$ cat src/rtl/word_byte_ser_pkg.sv
// Shared types and helpers for the word-to-byte serializer.
package word_byte_ser_pkg;

    localparam int BYTE_W = 8;

    typedef enum logic {
        IDLE  = 1'b0,
        SHIFT = 1'b1
    } state_e;

    // A requested length of 0 or beyond the lane count means "whole word".
    function automatic int eff_len(input int len, input int nbytes);
        if (len == 0 || len > nbytes) begin
            return nbytes;
        end
        return len;
    endfunction

endpackage

$ cat src/rtl/word_byte_ser_byte_sel.sv
// Combinational NBYTES:1 byte mux; an out-of-range select falls back to byte 0.
module word_byte_ser_byte_sel
    import word_byte_ser_pkg::*;
#(
    parameter int NBYTES = 4,
    parameter int SEL_W  = 2
) (
    input  logic [NBYTES*BYTE_W-1:0] data,
    input  logic [SEL_W-1:0]         sel,
    output logic [BYTE_W-1:0]        byte_o
);

    always_comb begin
        byte_o = data[BYTE_W-1:0];
        for (int i = 0; i < NBYTES; i++) begin
            if (sel == SEL_W'(i)) begin
                byte_o = data[i*BYTE_W +: BYTE_W];
            end
        end
    end

endmodule

$ cat src/rtl/word_byte_ser.sv
// Word-to-byte serializer: accepts a word with length/order and emits bytes on a
// valid/ready/last stream. Handshakes: a beat transfers on a rising edge where valid && ready.
module word_byte_ser
    import word_byte_ser_pkg::*;
#(
    parameter  int WORD_W = 32,
    localparam int NBYTES = WORD_W / 8,
    localparam int LEN_W  = $clog2(NBYTES + 1)
) (
    input  logic              clk,
    input  logic              rst,
    input  logic              s_valid,
    output logic              s_ready,
    input  logic [WORD_W-1:0] s_data,
    input  logic [LEN_W-1:0]  s_len,
    input  logic              s_msb_first,
    output logic              m_valid,
    input  logic              m_ready,
    output logic [7:0]        m_data,
    output logic              m_last,
    output logic              busy
);

    localparam int IDX_W = (NBYTES > 1) ? $clog2(NBYTES) : 1;

    state_e             state_q, state_d;
    logic [WORD_W-1:0]  word_q, word_d;
    logic [IDX_W-1:0]   idx_q, idx_d;
    logic [LEN_W-1:0]   rem_q, rem_d;
    logic               msb_q, msb_d;
    logic [BYTE_W-1:0]  sel_byte;
    logic               load;
    logic               m_hs;
    int                 eff_i;

    word_byte_ser_byte_sel #(
        .NBYTES (NBYTES),
        .SEL_W  (IDX_W)
    ) u_byte_sel (
        .data   (word_q),
        .sel    (idx_q),
        .byte_o (sel_byte)
    );

    // s_ready depends combinationally on m_ready so the next word can load
    // on the same edge that retires the last byte of the current one.
    assign m_valid = (state_q == SHIFT);
    assign m_last  = m_valid && (rem_q == LEN_W'(1));
    assign m_hs    = m_valid && m_ready;
    assign s_ready = !rst && ((state_q == IDLE) || (m_hs && m_last));
    assign m_data  = m_valid ? sel_byte : 8'h00;
    assign busy    = m_valid;
    assign load    = s_valid && s_ready;

    always_comb begin
        state_d = state_q;
        word_d  = word_q;
        idx_d   = idx_q;
        rem_d   = rem_q;
        msb_d   = msb_q;
        eff_i   = eff_len(int'(s_len), NBYTES);
        if (load) begin
            state_d = SHIFT;
            word_d  = s_data;
            msb_d   = s_msb_first;
            rem_d   = LEN_W'(eff_i);
            idx_d   = s_msb_first ? IDX_W'(eff_i - 1) : '0;
        end else if (m_hs && m_last) begin
            state_d = IDLE;
        end else if (m_hs) begin
            idx_d = msb_q ? (idx_q - IDX_W'(1)) : (idx_q + IDX_W'(1));
            rem_d = rem_q - LEN_W'(1);
        end
    end

    always_ff @(posedge clk) begin
        if (rst) begin
            state_q <= IDLE;
            word_q  <= '0;
            idx_q   <= '0;
            rem_q   <= '0;
            msb_q   <= 1'b0;
        end else begin
            state_q <= state_d;
            word_q  <= word_d;
            idx_q   <= idx_d;
            rem_q   <= rem_d;
            msb_q   <= msb_d;
        end
    end

endmodule

$ cat config.mk
export PLATFORM = sky130hd
export DESIGN_NAME = word_byte_ser
export DESIGN_NICKNAME = d
export VERILOG_FILES = /design/src/rtl/word_byte_ser_pkg.sv /design/src/rtl/word_byte_ser_byte_sel.sv /design/src/rtl/word_byte_ser.sv
export SDC_FILE = /design/constraint.sdc
export NUM_CORES = 1
export LEC_CHECK = 0
export CORE_UTILIZATION = 46
export DETAILED_ROUTE_END_ITERATION = 10
export HOLD_SLACK_MARGIN = 0.08
export PLACE_DENSITY_LB_ADDON = 0.12
export SLEW_MARGIN = 40
export SYNTH_ARGS = -nofsm -noshare
export SYNTH_HDL_FRONTEND = slang
export SYNTH_HIERARCHICAL = 1
export SYNTH_SLANG_ARGS = --single-unit
$ cat constraint.sdc
create_clock -name clk -period 3 [get_ports clk]
set_clock_uncertainty 0.1 [all_clocks]
set_input_delay 0.6 -clock clk [delete_from_list [all_inputs] [get_ports clk]]
set_output_delay 0.6 -clock clk [all_outputs]
set_load 0.005 [all_outputs]
**Word-level counts from Yosys, hierarchy flattened**

Cells that the tools add are included.

- Bits in registers: 39
- Input port bits: 40
- Output and inout port bits: 12
- Word-level logic and storage cells: 45

- Add/subtract/negate cells: 4
- Magnitude comparators: 1
- Equality and inequality tests: 5
- Multiplexer cells: 17
- Bitwise gates (word level): 1
- Reduce and logical (&&, ||, !) cells: 12

Operators with widths:

| kind | count |
|---|---|
| $mux 8 | 4 |
| $mux 3 | 5 |
| $mux 2 | 5 |
| $logic_and 1x1->1 | 5 |
| $eq 2x2->1 const B | 2 |
| $reduce_bool 2->1 | 2 |
| $eq 3x1->1 const B | 1 |
| $gt 3x3->1 const B | 1 |
| $logic_not 3->1 | 1 |
| $mux 1 | 3 |
| $sub 3x1->3 const B | 1 |
| $add 2x1->2 const B | 1 |
| $eq 2x1->1 const B | 1 |
| $logic_or 1x1->1 | 2 |
| $ne 2x2->1 const B | 1 |
| $reduce_and 2->1 | 1 |
| $sub 2x1->2 const B | 1 |
| $sub 2x2->2 const B | 1 |
| $logic_not 1->1 | 1 |
| $not 1->1 | 1 |

**Logic depth before layout (Yosys ltp)**

Gate-level depths: netlist of run 1.

- Word-level depth: 8
- Mapped depth: 8
- Mapped depth without buffers: 6

**Cells and area by module**

Netlist of run 1, hierarchy kept.

By module, submodules not included:

| module | times used | cells each | area each (um^2) | sequential area each (um^2) |
|---|---|---|---|---|
| word_byte_ser | 1 | 208 | 1692.9 | 780.7 |
| word_byte_ser_byte_sel | 1 | 10 | 196.4 | 0.0 |

**Worst setup path after synthesis of run 1**

OpenSTA, ideal clock, no wires.

- Kind: input -> output
- From: in rst
- To: out s_ready
- Arrival time: 1.236 ns
- Data required time: 2.300 ns
- Slack: 1.064 ns
- Stages: 3
- Path buffers: 2
- Cells stage by stage: clkbuf_1 -> clkbuf_1 -> nor2_1

- Longest elaborated chain between the ends: 2

RTL lines:

| element | line | source |
|---|---|---|
| start, declared | word_byte_ser.sv:11 | `input logic rst,` |
| $logic_not 1->1 | word_byte_ser.sv:50 | `assign s_ready = !rst && ((state_q == IDLE) \|\| (m_hs && m_last));` |
| $logic_and 1x1->1 | word_byte_ser.sv:50 |  |
| end, declared | word_byte_ser.sv:13 | `output logic s_ready,` |

No other way between the ends.

**Worst setup path after layout of run 1**

- From: reg idx_q[0]
- To: out m_data[4]

- Longest elaborated chain between the ends: 5
- Elaborated cells between the ends (all ways): 7
- Classes of those cells: eq/ne (3); mux (4)

RTL lines:

| element | line | source |
|---|---|---|
| start, declared | word_byte_ser.sv:28 | `logic [IDX_W-1:0] idx_q, idx_d;` |
| start signal, assigned | word_byte_ser.sv:86 | `idx_q <= idx_d;` |
| $eq 2x1->1 | word_byte_ser_byte_sel.sv:16 | `if (sel == SEL_W'(i)) begin` |
| $mux 8 (2 in series) | word_byte_ser_byte_sel.sv:16 |  |
| $mux 8 * | word_byte_ser_byte_sel.sv:16 |  |
| net sel_byte[4] | word_byte_ser.sv:31 | `logic [BYTE_W-1:0] sel_byte;` |
| $mux 8 * | word_byte_ser.sv:51 | `assign m_data = m_valid ? sel_byte : 8'h00;` |
| end, declared | word_byte_ser.sv:19 | `output logic [7:0] m_data,` |

The timed path passes the listed nets; every way through them passes the cells marked *.

==> results of run 1 <==
-- cells in the mapped netlist --
| library cell | instances | share of area |
|---|---|---|
| nand2_1 | 67 | 0.13 |
| dfxtp_1 | 39 | 0.41 |
| a21oi_1 | 28 | 0.074 |
| nor2_1 | 10 | 0.020 |
| and2_1 | 8 | 0.026 |
| mux4_2 | 8 | 0.095 |
| a21oi_2 | 6 | 0.028 |
| clkbuf_1 | 5 | 0.0099 |
| inv_1 | 5 | 0.0099 |
| xnor2_1 | 4 | 0.019 |
| buf_8 | 3 | 0.024 |
| ha_1 | 3 | 0.020 |
| nand3_1 | 3 | 0.0079 |
| nor2b_1 | 3 | 0.0099 |
| a211oi_1 | 2 | 0.0079 |
| and3b_1 | 2 | 0.0093 |
| buf_2 | 2 | 0.0053 |
| buf_4 | 2 | 0.0079 |
| buf_6 | 2 | 0.012 |
| a211o_1 | 1 | 0.0046 |
| a21boi_0 | 1 | 0.0040 |
| a221o_1 | 1 | 0.0053 |
| a31o_2 | 1 | 0.0046 |
| and3_2 | 1 | 0.0040 |
| clkbuf_2 | 1 | 0.0026 |
| mux2_2 | 1 | 0.0060 |
| nand2b_1 | 1 | 0.0033 |
| o211ai_1 | 1 | 0.0040 |
| o21a_1 | 1 | 0.0040 |
| o21ai_2 | 1 | 0.0046 |
| o2bb2ai_1 | 1 | 0.0046 |
| or2_2 | 1 | 0.0033 |
| or3_1 | 1 | 0.0033 |
| or3b_2 | 1 | 0.0046 |
| xor2_1 | 1 | 0.0046 |
-- flip-flops by register name, summed over array words and instances, names as in the netlist --
signal	cells
idx_q	2
busy	1
rem_q	3
word_q	32
msb_q	1
-- cells by family after synthesis --
logic type / count (synthesis)
simple gates: 98
buf+inv: 20
flops: 39
fa+ha+maj: 3
compound gates: 44
xor+xnor: 5
mux: 9
-- final cells by class --
type                            count  area, um2
Fill cell                         348       1320
Multi-Input combinational cell    159        973
Sequential cell                    39        781
Timing Repair Buffer               56        561
Clock buffer                        7       76.3
Tap cell                           48       60.1
Inverter                            5       18.8
Clock inverter                      1       5.00
-- placed cells by master (no fill, tap or decap), types with 2 or more instances in the layout --
master / instances
a211oi_1: 2
clkbuf_8: 5
buf_4: 4
nor2_1: 10
a21oi_2: 6
mux4_2: 8
and3b_1: 2
dfxtp_1: 39
clkbuf_1: 2
a21oi_1: 28
nor2b_1: 3
xnor2_1: 4
inv_1: 5
ha_1: 3
clkdlybuf4s50_1: 51
nand3_1: 3
nand2_1: 67
and2_1: 8
-- report_power, final --
part / internal [mW] / switching, mW
clock: 0.163 / 0.165
sequential: 0.553 / 0.0285
combinational: 0.135 / 0.0959
-- layer usage --
metal / up-vias / global-route usage
met3: 4 / 0.0448
met5: - / 0
met4: 0 / 0.0718
li1: 818 / -
met1: 729 / 0.243
met2: 35 / 0.334
-- worst max-delay path, stage by stage (launching register included) --
cell and delay (ns):
dfxtp_1 0.47, buf_4 0.20, mux4_2 0.49, and2_1 0.17, clkdlybuf4s50_1 0.45
-- how the worst min path moves through the flow --
stage	end	start	depth (start not counted)	slack, ns
6_report	word_q[4]	word_q[4]	2	0.35
5_1_grt	word_q[31]	word_q[31]	2	0.38
4_1_cts	word_q[29]	word_q[29]	2	0.35
3_5_place_dp	word_q[29]	word_q[29]	2	0.34
3_3_place_gp	word_q[29]	word_q[29]	2	0.34
2_1_floorplan	word_q[17]	word_q[17]	2	0.33
-- stage by stage --
step                hold slack [ns]  instance area, um2  power [mW]   util  setup WS (ns)
finish                        0.352                2470        1.14  0.652          0.241
global route                  0.381                2470        1.21  0.652          0.135
CTS                           0.354                2470        1.16  0.652          0.223
detailed placement            0.345                2390       0.826  0.630          0.295
global placement              0.341                2390       0.823  0.630          0.309
floorplan                     0.333                1890       0.734      -           1.06
==> flow_summary.ini, run 1 <==
[global_route]
grt_pass1_wl_mm = 6.53
grt_max_degree = 42
grt_pass1_vias = 1475
grt-ovfl-total = 0
antenna_found_initial = 0
grtUsageTotal = 0.197

[run_status]
outcome = finished, final reports clean

[timing]
fmax_mhz = 363
setup_viol = 0
period_minus_slack_ns = 2.76
post-route-period-util = 0.920
relSlewSlack = 0.661
slew_violations = 0
worstMarginPinSlew_ns = 0.507
timing.setup.tns_ns = 0
rsz0062_at_grt = false
finalHoldViolCount = 0

[logic_synthesis]
avgSynthCellArea_um2 = 8.67
syn_area_mm2 = 0.00189
synthSimpleGateAreaFrac = 0.225
yosys.area_share.adder = 0.0199
synth_cells = 218
synth_top_family_by_area = simple AND/OR/NAND/NOR gates
ys_ff_latch = 39
ys_warn_count = 6
synth_cell_types = 35
synth.yosys.seq_area_share = 0.413
synth.area.mux_share = 0.101
synth_xor_area_frac = 0.0232
syn_nets = 261
synth_compound_area_frac = 0.146

[layout]
n_antenna_cell = 0
stdcell_count = 315
finish.net_count = 309
layout-drive-gt1-share = 0.116
area_growth_pct = 31.0

[pwr]
p_leak_nw = 0.914
ir_drop_uv = 309
powerDensity_mw_per_mm2 = 461

[floorplanning]
die_area_mm2 = 0.00437
rows = 22
die_w_um = 66.1
pin_count = 52
start_util = 0.497
die_h_um = 66.1
core-area_mm2 = 0.00380

[clock_tree]
root_buffer = clkbuf_8
insertion_delay_ns = 0.28
clock_sinks = 39
post_cts_buffers = 0
clockBufferDepth = 2
htreeDepth = 2
clkTransAtPathRegs_ns = 0.07
cts_tree = built
cts_buffers = 5
cts_resized = 0
postCtsHoldBufs = 0

[worst_setup_path]
startpoint = idx_q[0]
cp-end-kind = output pin
reg2reg_slack_ns = 1.05
cp_max_fo = 5
critical_path_arrival_ns = 2.06
r2r-start = busy
rr_worst_depth = 5
endpoint = m_data[4]
critPathKind = flop to output pin
crit_required_ns = 2.30
worst_setup_path_start_kind = flop
reg2reg_to = idx_q[0]

[drt]
vias = 1586
via_per_inst = 5.03
drt_first_pass_iters = 4
drt_iter0_markers = 68
avgRoutedWirePerCell_um = 12.1
routed.top_layer = met4
wl_met3_um = 163
met1Wirelength_mm = 1.78
ant_nets = 0
route.met2.wl_mm = 1.82
totalWireLength_mm = 3.80
remaining_drc_errors = 0

[placement]
port_buffers = 51
dp_hpwl_mm = 2.64
dp.cells = 307
gp_congestion = 0.778

[run]
maxCapViolations = 0

[hold_path]
min_path_type = flop to flop
(Power assumes the default switching activity.)
==> run 2, diff against run 1 <==
- CTS_CLUSTER_DIAMETER: default -> 200
==> results of run 2 <==
Final layout, timing and power as in run 1 (identical DEF).
